**src/rtl/ysyx_210247_exe_muldiv_pkg.sv**
```systemverilog
// Shared definitions for the EXE-stage RV64M multiply/divide unit.
//   XLEN            operand / result width (64 only)
//   W_ITER, D_ITER  iteration counts for word and doubleword ops
//   F3_*            funct3 encodings of the M-extension ops, OP_WORD_BIT marks *W
//   state_t         IDLE / CALC / DONE states of the control FSM
package ysyx_210247_exe_muldiv_pkg;

  localparam int XLEN   = 64;
  localparam int W_ITER = 32;
  localparam int D_ITER = 64;

  localparam logic [2:0] F3_MUL    = 3'b000;
  localparam logic [2:0] F3_MULH   = 3'b001;
  localparam logic [2:0] F3_MULHSU = 3'b010;
  localparam logic [2:0] F3_MULHU  = 3'b011;
  localparam logic [2:0] F3_DIV    = 3'b100;
  localparam logic [2:0] F3_DIVU   = 3'b101;
  localparam logic [2:0] F3_REM    = 3'b110;
  localparam logic [2:0] F3_REMU   = 3'b111;
  localparam int         OP_WORD_BIT = 3;

  typedef enum logic [1:0] {
    ST_IDLE = 2'd0,
    ST_CALC = 2'd1,
    ST_DONE = 2'd2
  } state_t;

  function automatic logic [XLEN-1:0] sext32(input logic [31:0] v);
    return {{32{v[31]}}, v};
  endfunction

endpackage

```
**src/rtl/ysyx_210247_div_iter.sv**
```systemverilog
// Restoring divider datapath: one shift-subtract step per enabled cycle.
//   clk, rst       clock, asynchronous active-low reset
//   load           capture dividend/divisor magnitudes (word selects 32-bit mode)
//   step           perform one restoring step
//   quo_next/rem_next  quotient/remainder as they will be after the current step;
//                  the top samples these on the final step so the result is
//                  ready in the same edge that enters DONE.
module ysyx_210247_div_iter
  import ysyx_210247_exe_muldiv_pkg::*;
(
  input  logic            clk,
  input  logic            rst,
  input  logic            load,
  input  logic            step,
  input  logic            word,
  input  logic [XLEN-1:0] dividend,
  input  logic [XLEN-1:0] divisor,
  output logic [XLEN-1:0] quo_next,
  output logic [XLEN-1:0] rem_next
);

  logic [XLEN-1:0] quo_reg;
  logic [XLEN-1:0] rem_reg;
  logic [XLEN-1:0] dvs_reg;
  logic [XLEN:0]   shifted;
  logic            ge;

  // Dividend bits leave from the top of quo_reg while quotient bits enter at
  // the bottom; word ops preload the dividend in the upper half so that after
  // 32 steps quo_reg holds the zero-extended 32-bit quotient.
  always_comb begin
    shifted  = {rem_reg, quo_reg[XLEN-1]};
    ge       = (shifted >= {1'b0, dvs_reg});
    // When ge, the true difference is below the divisor, so 64-bit wrap is exact.
    rem_next = ge ? (shifted[XLEN-1:0] - dvs_reg) : shifted[XLEN-1:0];
    quo_next = {quo_reg[XLEN-2:0], ge};
  end

  always_ff @(posedge clk or negedge rst) begin
    if (!rst) begin
      quo_reg <= '0;
      rem_reg <= '0;
      dvs_reg <= '0;
    end else if (load) begin
      quo_reg <= word ? {dividend[31:0], 32'b0} : dividend;
      rem_reg <= '0;
      dvs_reg <= divisor;
    end else if (step) begin
      quo_reg <= quo_next;
      rem_reg <= rem_next;
    end
  end

endmodule

```
**src/rtl/ysyx_210247_exe_muldiv.sv**
```systemverilog
// Iterative RV64M multiply/divide unit for the EXE stage.
//   clk, rst        clock, asynchronous active-low reset
//   flush           kills any in-flight op, returns to IDLE
//   req_valid/req_ready, req_op, src1, src2   request (req_op[3] = word op)
//   resp_valid/resp_ready, resp_data          result, held until consumed
module ysyx_210247_exe_muldiv
  import ysyx_210247_exe_muldiv_pkg::*;
(
  input  logic            clk,
  input  logic            rst,
  input  logic            flush,
  input  logic            req_valid,
  input  logic [3:0]      req_op,
  input  logic [XLEN-1:0] src1,
  input  logic [XLEN-1:0] src2,
  output logic            req_ready,
  output logic            resp_valid,
  output logic [XLEN-1:0] resp_data,
  input  logic            resp_ready
);

  state_t            state_reg, state_next;
  logic [6:0]        cnt_reg;
  logic              word_reg;
  logic [2:0]        f3_reg;
  logic              neg_q_reg, neg_r_reg;
  logic [2*XLEN-1:0] mcand_reg, acc_reg, acc_next, prod;
  logic [XLEN-1:0]   mplier_reg;
  logic              resp_valid_reg;
  logic [XLEN-1:0]   resp_data_reg;

  logic [2:0]        f3;
  logic              word, is_div, is_rem, a_signed, b_signed, a_neg, b_neg;
  logic [XLEN-1:0]   a_ext, b_ext, a_mag, b_mag, spec_res;
  logic              div_zero, div_ovf, special, accept, last_step;
  logic [XLEN-1:0]   quo_next, rem_next, q_fix, r_fix, div_sel, final_res;

  // Request decode and operand preparation
  always_comb begin
    f3       = req_op[2:0];
    word     = req_op[OP_WORD_BIT];
    is_div   = f3[2];
    is_rem   = f3[2] & f3[1];
    // Word multiplies (including the never-issued 001-011 codes) act as MULW,
    // whose low half does not depend on signedness.
    a_signed = is_div ? !f3[0] : (!word && (f3 == F3_MULH || f3 == F3_MULHSU));
    b_signed = is_div ? !f3[0] : (!word && f3 == F3_MULH);
    if (word && is_div && f3[0]) begin
      a_ext = {32'b0, src1[31:0]};
      b_ext = {32'b0, src2[31:0]};
    end else if (word) begin
      a_ext = sext32(src1[31:0]);
      b_ext = sext32(src2[31:0]);
    end else begin
      a_ext = src1;
      b_ext = src2;
    end
    a_neg = a_signed & a_ext[XLEN-1];
    b_neg = b_signed & b_ext[XLEN-1];
    a_mag = a_neg ? -a_ext : a_ext;
    b_mag = b_neg ? -b_ext : b_ext;

    div_zero = is_div && (word ? (src2[31:0] == 32'b0) : (src2 == '0));
    div_ovf  = is_div && !f3[0] &&
               (word ? (src1[31:0] == 32'h8000_0000 && src2[31:0] == 32'hFFFF_FFFF)
                     : (src1 == {1'b1, {(XLEN-1){1'b0}}} && src2 == '1));
    special  = div_zero | div_ovf;
    if (div_zero)
      spec_res = is_rem ? (word ? sext32(src1[31:0]) : src1) : '1;
    else
      spec_res = is_rem ? '0 : (word ? sext32(src1[31:0]) : src1);

    accept    = (state_reg == ST_IDLE) && req_valid && !flush;
    last_step = (state_reg == ST_CALC) && (cnt_reg == 7'd1);
  end

  // Result fix-up, computed from the values the final step produces
  always_comb begin
    acc_next  = acc_reg + (mplier_reg[0] ? mcand_reg : '0);
    prod      = neg_q_reg ? -acc_next : acc_next;
    q_fix     = neg_q_reg ? -quo_next : quo_next;
    r_fix     = neg_r_reg ? -rem_next : rem_next;
    div_sel   = f3_reg[1] ? r_fix : q_fix;
    final_res = '0;
    if (f3_reg[2])
      final_res = word_reg ? sext32(div_sel[31:0]) : div_sel;
    else if (word_reg)
      final_res = sext32(prod[31:0]);
    else if (f3_reg == F3_MUL)
      final_res = prod[XLEN-1:0];
    else
      final_res = prod[2*XLEN-1:XLEN];
  end

  ysyx_210247_div_iter u_div_iter (
    .clk      (clk),
    .rst      (rst),
    .load     (accept),
    .step     (state_reg == ST_CALC),
    .word     (word),
    .dividend (a_mag),
    .divisor  (b_mag),
    .quo_next (quo_next),
    .rem_next (rem_next)
  );

  // Control FSM
  always_comb begin
    state_next = state_reg;
    req_ready  = (state_reg == ST_IDLE);
    case (state_reg)
      ST_IDLE: if (req_valid) state_next = special ? ST_DONE : ST_CALC;
      ST_CALC: if (cnt_reg == 7'd1) state_next = ST_DONE;
      ST_DONE: if (resp_ready) state_next = ST_IDLE;
      default: state_next = ST_IDLE;
    endcase
    if (flush) state_next = ST_IDLE;
  end

  always_ff @(posedge clk or negedge rst) begin
    if (!rst) state_reg <= ST_IDLE;
    else      state_reg <= state_next;
  end

  // Datapath and response registers
  always_ff @(posedge clk or negedge rst) begin
    if (!rst) begin
      cnt_reg        <= '0;
      word_reg       <= 1'b0;
      f3_reg         <= '0;
      neg_q_reg      <= 1'b0;
      neg_r_reg      <= 1'b0;
      mcand_reg      <= '0;
      mplier_reg     <= '0;
      acc_reg        <= '0;
      resp_valid_reg <= 1'b0;
      resp_data_reg  <= '0;
    end else if (flush) begin
      resp_valid_reg <= 1'b0;
    end else if (accept) begin
      cnt_reg    <= word ? 7'(W_ITER) : 7'(D_ITER);
      word_reg   <= word;
      f3_reg     <= f3;
      neg_q_reg  <= a_neg ^ b_neg;
      neg_r_reg  <= a_neg;
      mcand_reg  <= {{XLEN{1'b0}}, a_mag};
      mplier_reg <= b_mag;
      acc_reg    <= '0;
      if (special) begin
        resp_valid_reg <= 1'b1;
        resp_data_reg  <= spec_res;
      end
    end else if (state_reg == ST_CALC) begin
      cnt_reg    <= cnt_reg - 7'd1;
      acc_reg    <= acc_next;
      mcand_reg  <= {mcand_reg[2*XLEN-2:0], 1'b0};
      mplier_reg <= {1'b0, mplier_reg[XLEN-1:1]};
      if (last_step) begin
        resp_valid_reg <= 1'b1;
        resp_data_reg  <= final_res;
      end
    end else if (state_reg == ST_DONE && resp_ready) begin
      resp_valid_reg <= 1'b0;
    end
  end

  assign resp_valid = resp_valid_reg;
  assign resp_data  = resp_data_reg;

endmodule

```
**config.mk**
```make
export PLATFORM = sky130hd
export DESIGN_NAME = ysyx_210247_exe_muldiv
export DESIGN_NICKNAME = d
export VERILOG_FILES = /design/src/rtl/ysyx_210247_exe_muldiv_pkg.sv /design/src/rtl/ysyx_210247_div_iter.sv /design/src/rtl/ysyx_210247_exe_muldiv.sv
export SDC_FILE = /design/constraint.sdc
export NUM_CORES = 2
export LEC_CHECK = 0
export ABC_AREA = 1
export BUFFER_PORTS_ARGS = -buffer_cell sky130_fd_sc_hd__buf_2
export CAP_MARGIN = 20
export CORE_ASPECT_RATIO = 0.7
export CORE_MARGIN = 3
export CORE_UTILIZATION = 25
export CTS_BUF_LIST = sky130_fd_sc_hd__clkbuf_2 sky130_fd_sc_hd__clkbuf_4 sky130_fd_sc_hd__clkbuf_8
export DETAILED_ROUTE_END_ITERATION = 10
export PLACE_DENSITY_LB_ADDON = 0.25
export SETUP_SLACK_MARGIN = 0.4
export SYNTH_ARGS = -nofsm -noshare
export SYNTH_HDL_FRONTEND = slang
export SYNTH_SLANG_ARGS = --single-unit
```
**constraint.sdc**
```tcl
create_clock -name clk -period 5.86 [get_ports clk]
set_input_delay 0.586 -clock clk [delete_from_list [all_inputs] [get_ports clk]]
set_output_delay 0.586 -clock clk [all_outputs]
set_load 0.03 [all_outputs]
```
-- After elaboration in Yosys (flattened, before gate mapping)
Index checks and enable logic that the tools add are counted.
- register bits: 592
- input port bits: 137
- word-level logic and storage cells: 126
- add/subtract/negate cells: 8
- $lt $le $gt $ge: 1
- reduce and logical (&&, ||, !) cells: 29
- equality and inequality tests: 15
- mux-type cells: 53
- bitwise logic cells: 6
- operators with widths (cell ; count):
    $mux 64 ; 28
    $mux 128 ; 6
    $neg 64->64 ; 4
    $add 128x128->128 ; 1
    $eq 64x64->1 const B ; 2
    $neg 128->128 ; 1
    $ge 65x64->1 ; 1
    $eq 32x32->1 const B ; 2
    $logic_not 64->1 ; 1
    $sub 64x64->64 ; 1
    $logic_not 32->1 ; 1
    $mux 7 ; 3
    $logic_and 1x1->1 ; 13
    $ne 3x3->1 const B ; 4
    $mux 1 ; 10
    $mux 2 ; 5
    $eq 7x1->1 const B ; 1
    $sub 7x1->7 const B ; 1
    $pmux 2 s3 ; 1
    $reduce_and 3->1 ; 2
    $ne 4x4->1 const B ; 1
    $reduce_and 2->1 ; 2
    $reduce_and 4->1 ; 1
    $reduce_bool 2->1 ; 2
    14 further kinds ; 18

-- Longest topological paths before layout
- depth after elaboration: 10
- mapped depth: 39

-- Hierarchy
From an unflattened synthesis, not the netlist that was laid out.
- cell total of the unflattened synthesis: 10949
- area, all modules: 62326.0 um2
- modules (own cells, without submodules) (module ; times used ; cells each ; area an instance (um2)):
    ysyx_210247_exe_muldiv ; 1 ; 8484 ; 47012.6
    ysyx_210247_div_iter ; 1 ; 2465 ; 15313.4

-- Worst setup path after synthesis
OpenSTA, ideal clock, no wires.
- path type: reg2reg
- start point: register u_div_iter.rem_reg[31]
- end point: register resp_data_reg[56] (netlist: resp_data[56])
- stages on the path, launching flop included: 37
- arrival time: 4.294 ns
- required time: 5.789 ns
- slack: 1.494 ns
- path through: dfrtp_1 -> ha_1 -> nand2_1 -> inv_2 -> a21oi_2 -> nand2_1 -> inv_2 -> nand2_1 -> inv_2 -> nand2_2 -> nand2_4 -> nand2_8 -> buf_8 -> inv_2 -> buf_2 -> ha_1 -> inv_1 -> nor2_1 -> inv_1 -> nor2_1 -> nand2_1 -> o21ai_0 -> o21ai_1 -> inv_1 -> nand2_1 -> nor2_1 -> inv_1 -> a21oi_1 -> inv_1 -> a21oi_1 -> o21ai_0 -> a21o_1 -> nand2_1 -> nand2_1 -> a21oi_1 -> nor2_1 -> nor2_1
- word-level cells in the longest chain between the ends: 10
- RTL lines (what ; RTL line ; source):
    start: declaration ; ysyx_210247_div_iter.sv:23 ; logic [XLEN-1:0] rem_reg;
    start signal: assignment ; ysyx_210247_div_iter.sv:50 ; rem_reg <= rem_next;
    $sub 64x64->64 or $ge 65x64->1 (tied branches) ; ysyx_210247_div_iter.sv:35, ysyx_210247_div_iter.sv:33 ;
    $mux 64 ; ysyx_210247_div_iter.sv:35 ; rem_next = ge ? (shifted[XLEN-1:0] - dvs_reg) : shifted[XLEN-1:0];
    $neg 64->64 ; ysyx_210247_exe_muldiv.sv:82 ; r_fix = neg_r_reg ? -rem_next : rem_next;
    $mux 64 ; ysyx_210247_exe_muldiv.sv:82 ;
    $mux 64 (*) ; ysyx_210247_exe_muldiv.sv:83 ; div_sel = f3_reg[1] ? r_fix : q_fix;
    $mux 64 (*) ; ysyx_210247_exe_muldiv.sv:86 ; final_res = word_reg ? sext32(div_sel[31:0]) : div_sel;
    $mux 64 (*) ; ysyx_210247_exe_muldiv.sv:85 ; if (f3_reg[2])
    $mux 64 (*) ; ysyx_210247_exe_muldiv.sv:158 ; if (last_step) begin
    $mux 64 (*) ; ysyx_210247_exe_muldiv.sv:153 ; end else if (state_reg == ST_CALC) begin
    $mux 64 (*) ; ysyx_210247_exe_muldiv.sv:140 ; end else if (accept) begin
    end signal: assignment ; ysyx_210247_exe_muldiv.sv:151 ; resp_data_reg <= spec_res;
    end signal: assignment ; ysyx_210247_exe_muldiv.sv:160 ; resp_data_reg <= final_res;
    end: declaration ; ysyx_210247_exe_muldiv.sv:30 ; logic [XLEN-1:0] resp_data_reg;
Every way passes the cells marked *; elsewhere a longest branch is shown, timed or not. The select of a mux whose other input is x is not followed.
A chain may end at the register's enable or synchronous reset.

-- Final worst setup path
- start point: register mplier_reg[0]
- end point: register resp_data_reg[32] (netlist: resp_data[32])
- word-level cells in the longest chain between the ends: 10
- RTL lines (what ; RTL line ; source):
    start: declaration ; ysyx_210247_exe_muldiv.sv:28 ; logic [XLEN-1:0] mplier_reg;
    start signal: assignment ; ysyx_210247_exe_muldiv.sv:147 ; mplier_reg <= b_mag;
    start signal: assignment ; ysyx_210247_exe_muldiv.sv:157 ; mplier_reg <= {1'b0, mplier_reg[XLEN-1:1]};
    $mux 128 (*) ; ysyx_210247_exe_muldiv.sv:79 ; acc_next = acc_reg + (mplier_reg[0] ? mcand_reg : '0);
    $add 128x128->128 (*) ; ysyx_210247_exe_muldiv.sv:79 ;
    $neg 128->128 ; ysyx_210247_exe_muldiv.sv:80 ; prod = neg_q_reg ? -acc_next : acc_next;
    $mux 128 (*) ; ysyx_210247_exe_muldiv.sv:80 ;
    $mux 64 ; ysyx_210247_exe_muldiv.sv:89 ; else if (f3_reg == F3_MUL)
    $mux 64 (*) ; ysyx_210247_exe_muldiv.sv:87 ; else if (word_reg)
    $mux 64 (*) ; ysyx_210247_exe_muldiv.sv:85 ;
    $mux 64 (*) ; ysyx_210247_exe_muldiv.sv:158 ;
    $mux 64 (*) ; ysyx_210247_exe_muldiv.sv:153 ;
    $mux 64 (*) ; ysyx_210247_exe_muldiv.sv:140 ;
Marks and branches as above.

==> reports/results.tsv <==
stage	metric	value	unit
global_routing	total track usage	0.333	
setup_path	CP Launch Type	flop	
logic_synthesis	adder-cell share of the synthesized area	0.0406	
status	run status	finished clean	
setup_path	slowest CP cell	dfrtp_4	
setup_path	CP Capture Type	flop	
sta	Hold WS	70.2	ps
cts	clk slew on worst S/H paths	70	ps
placed_design	# port buffers	202	
setup_path	Req. time, crit path	6690	ps
logic_synthesis	sequential fraction of the synthesis area	0.238	
logic_synthesis	predominant post-synthesis flop cell	dfrtp_1	
logic_synthesis	syn avg cell area	5.59	um2
logic_synthesis	simple-gate area share of the yosys netlist	0.405	
sta	RSZ-0062 raised after global routing	true	
power	net switching share of the total power	0.560	
floorplan	chip height	424	um
detailed_routing	number of vias per cell	5.09	
power	Static Leak	46.1	nW
global_routing	first-pass GRT wire length	597	mm
detailed_routing	TritonRoute pass-1 iters	7	
power	Clock power frac	0.127	
logic_synthesis	largest family of logic cells by synthesized area	simple AND/OR/NAND/NOR gates	
logic_synthesis	Async SR Flop Fraction	1.00	
cts	CTS Sinks	592	
sta	setup violators final	0	
global_routing	initial antenna violation count	39	
floorplan	Initial Util	0.253	
sta	fmax	0.176	GHz
placed_design	GPL Wtd Cong	1.11	
power	internal power	0.0184	W
global_routing	largest net degree at the start of global routing	120	
sta	worst slew pin tran	1130	ps
setup_path	CP Class	flop to flop	
detailed_routing	initial detailed-routing violation count	13100	
setup_path	worst stage delay on the critical path	510	ps
cts	CTS buffer count	115	
finish	share of post-route cells with drive strength above 1	0.216	
floorplan	Rows	152	
cts	number of H-tree levels	3	
floorplan	die area	255000	um2
global_routing	grt total ovfl	0	
power	PwrDens	492	nW/um2
cts	root buffer cell	clkbuf_8	
logic_synthesis	syn_nets	11500	
detailed_routing	Final ANT Viol Nets	0	
flow_run	Max Cap Viol	0	
logic_synthesis	Yosys reg bits	592	
setup_path	Critical Path AT	6500	ps
floorplan	core area	246000	um2
logic_synthesis	Post-Syn Area	62300	um2
sta	Layout Skew	95.4	ps
power	Final Power	0.0419	W
placed_design	hpwl dp	379	mm
power	Logic pwr share	0.710	
logic_synthesis	mux contribution to synthesized area	0	
logic_synthesis	Syn Inst Count	11100	
logic_synthesis	Synth Area in XOR/XNOR	0.0200	
sta	Slew headroom	0.244	
sta	clock period minus worst slack	5680	ps
finish	Nets	13300	
floorplan	io pins	203	
setup_path	most used cell along the critical path	nand2_1	
logic_synthesis	EDFF count, synth	0	
floorplan	die width	603	um
cts	TritonCTS clock tree	yes	
sta	final-report max-slew violation count	0	
finish	area grow syn2layout	36.7	%
global_routing	vias in the first global route	72500	
sta	endpoints failing hold	0	
setup_path	worst-path maximum fanout	12	
detailed_routing	via count	83300	
detailed_routing	Routed WL	443	mm
min_path	Worst Hold Class	input pin to flop	
logic_synthesis	Compound-Gate Fraction of Synth Area	0.157	
cts	Clk Latency, worst-skew pair	980	ps
detailed_routing	drt drc	0	
logic_synthesis	Yosys cell types	64	
logic_synthesis	yosys warns	0	
power	Worst IR Drop VDD	0.278	mV
sta	Final period util	0.969	
power	P_sw	0.0235	W
cts	CTS Buffer Depth	3	
power	sequential power share	0.163	
detailed_routing	mean routed wirelength per cell	27.1	um
## critical path, delay by kind of cell (launching register included)
| family | cells | cell delay, ps |
|---|---|---|
| adder cells (fa/ha/maj) | 1 | 290 |
| AND/OR/NAND/NOR | 21 | 2540 |
| flip-flops | 1 | 510 |
| buffers and inverters | 13 | 1890 |
| AO/OA/AOI/OAI | 2 | 290 |
## cell usage after synthesis (5+ instances only)
| cell type | n | area share |
|---|---|---|
| a211oi_1 | 6 | 0.00072 |
| o21ai_2 | 5 | 0.00070 |
| nand2_2 | 41 | 0.0041 |
| a21oi_2 | 5 | 0.00070 |
| clkinv_1 | 7 | 0.00042 |
| nand3_1 | 698 | 0.056 |
| buf_1 | 41 | 0.0025 |
| nor3_1 | 112 | 0.0090 |
| o211ai_1 | 31 | 0.0037 |
| ha_1 | 199 | 0.040 |
| inv_1 | 1879 | 0.11 |
| a21oi_1 | 588 | 0.047 |
| or2_2 | 12 | 0.0012 |
| a31oi_1 | 40 | 0.0040 |
| o21a_1 | 5 | 0.00060 |
| nand3b_1 | 30 | 0.0036 |
| o22ai_1 | 95 | 0.0095 |
| o21ai_0 | 791 | 0.064 |
| nor2_1 | 1149 | 0.069 |
| o31ai_1 | 13 | 0.0016 |
| nor2_2 | 42 | 0.0042 |
| a32oi_1 | 24 | 0.0034 |
| nor3_2 | 9 | 0.0014 |
| a21o_1 | 16 | 0.0019 |
| a22oi_1 | 24 | 0.0029 |
| dfrtp_1 | 592 | 0.24 |
| buf_2 | 15 | 0.0012 |
| clkbuf_1 | 257 | 0.015 |
| o21bai_1 | 23 | 0.0028 |
| nand2_1 | 3854 | 0.23 |
| nand4_1 | 133 | 0.013 |
| o221ai_1 | 63 | 0.0089 |
| nand3_2 | 9 | 0.0014 |
| o21ai_1 | 23 | 0.0018 |
| inv_2 | 45 | 0.0027 |
| nor4_1 | 38 | 0.0038 |
| nor2_4 | 6 | 0.0011 |
| xnor2_1 | 31 | 0.0044 |
| and2_1 | 14 | 0.0014 |
| buf_6 | 12 | 0.0022 |
| xor2_1 | 111 | 0.016 |
## cell families (layout without fill, tap and decap cells)
logic type | Yosys count | after routing
xor gates and xnor gates | 142 | 142
and+or+nand+nor | 6167 | 6167
DFF | 592 | 592
AOI/OAI and AO/OA | 1774 | 1774
adders and majority gates | 201 | 201
other | 0 | 21
buffers and inverters | 2263 | 4136
## through the flow
stage	worst slack, ps	instance area, um2	cells	util	setup TNS [ps]
6_report	184	85100	16300	0.345	0
5_1_grt	74.7	85100	16300	0.345	0
4_1_cts	341	83600	16300	0.339	0
3_5_place_dp	-161	80100	16100	0.325	-879
3_3_place_gp	-217	80100	16100	0.325	-898
2_1_floorplan	1490	62300	11100	-	0
## layer usage
layer,global-route usage,wire length (um),up-vias
met2,0.388,148000,4454
li1,-,-,38800
met1,0.542,222000,39700
met3,0.129,63400,316
met4,0.0582,8950,12
met5,0,173,-
## power by group through the flow
stage	Clock [W]	Combinational, W	Sequential, W
finish	0.00532	0.0297	0.00684
global route	0.00557	0.0317	0.00694
CTS	0.00540	0.0279	0.00677
detailed placement	0	0.0275	0.00682
global placement	0	0.0276	0.00683
floorplan	0	0.0140	0.00655
## cells in the final DEF, fill, tap and decap left out, types with 133 or more instances in the layout
cell type | Yosys | layout
o21ai_0 | 791 | 773
inv_1 | 1879 | 1859
a21oi_1 | 588 | 547
ha_1 | 199 | 173
buf_2 | 15 | 201
nand4_1 | 133 | 133
nand3_1 | 698 | 673
nand2_2 | 41 | 170
clkbuf_8 | 0 | 146
nor2_2 | 42 | 136
buf_4 | 4 | 1674
nor2_1 | 1149 | 1019
nand2_1 | 3854 | 3703
dfrtp_1 | 592 | 588
## final timing paths
check                                                         end  cells after the start                       start  slack [ps]
worst max-delay path                    resp_data[32]$_DFFE_PN0P_                     37   mplier_reg[0]$_DFFE_PN0P_         180
worst min-delay path            u_div_iter.dvs_reg[7]$_DFFE_PN0P_                      3                     src2[7]          70
worst max register to register          resp_data[32]$_DFFE_PN0P_                     37   mplier_reg[0]$_DFFE_PN0P_         180
worst min register to register         mplier_reg[63]$_DFFE_PN0P_                      2  mplier_reg[63]$_DFFE_PN0P_         490
max in group asynchronous              mcand_reg[109]$_DFFE_PN0P_                      3                         rst        4190
min in group asynchronous               mplier_reg[4]$_DFFE_PN0P_                      2                         rst         220
## cell type report
class | instances | area, um2
inverters | 1931 | 7270
clock buffers | 163 | 2140
fillers | 28300 | 161000
diodes | 21 | 52.6
clock inverters | 50 | 651
well taps | 3311 | 4140
repair buffers | 1992 | 15500
flip-flops and latches | 592 | 14800
multi-input cells | 8284 | 40500
## repair_timing
item	4_1_cts	5_1_grt
pin swaps	5	10
hold endpoints to repair	79	0
setup buffers	3	17
gates cloned	0	2
hold buffers	9	0
resized for setup	182	366
endpoints found under the setup margin	61	63
Note: power is estimated with default switching activity, not from simulation.
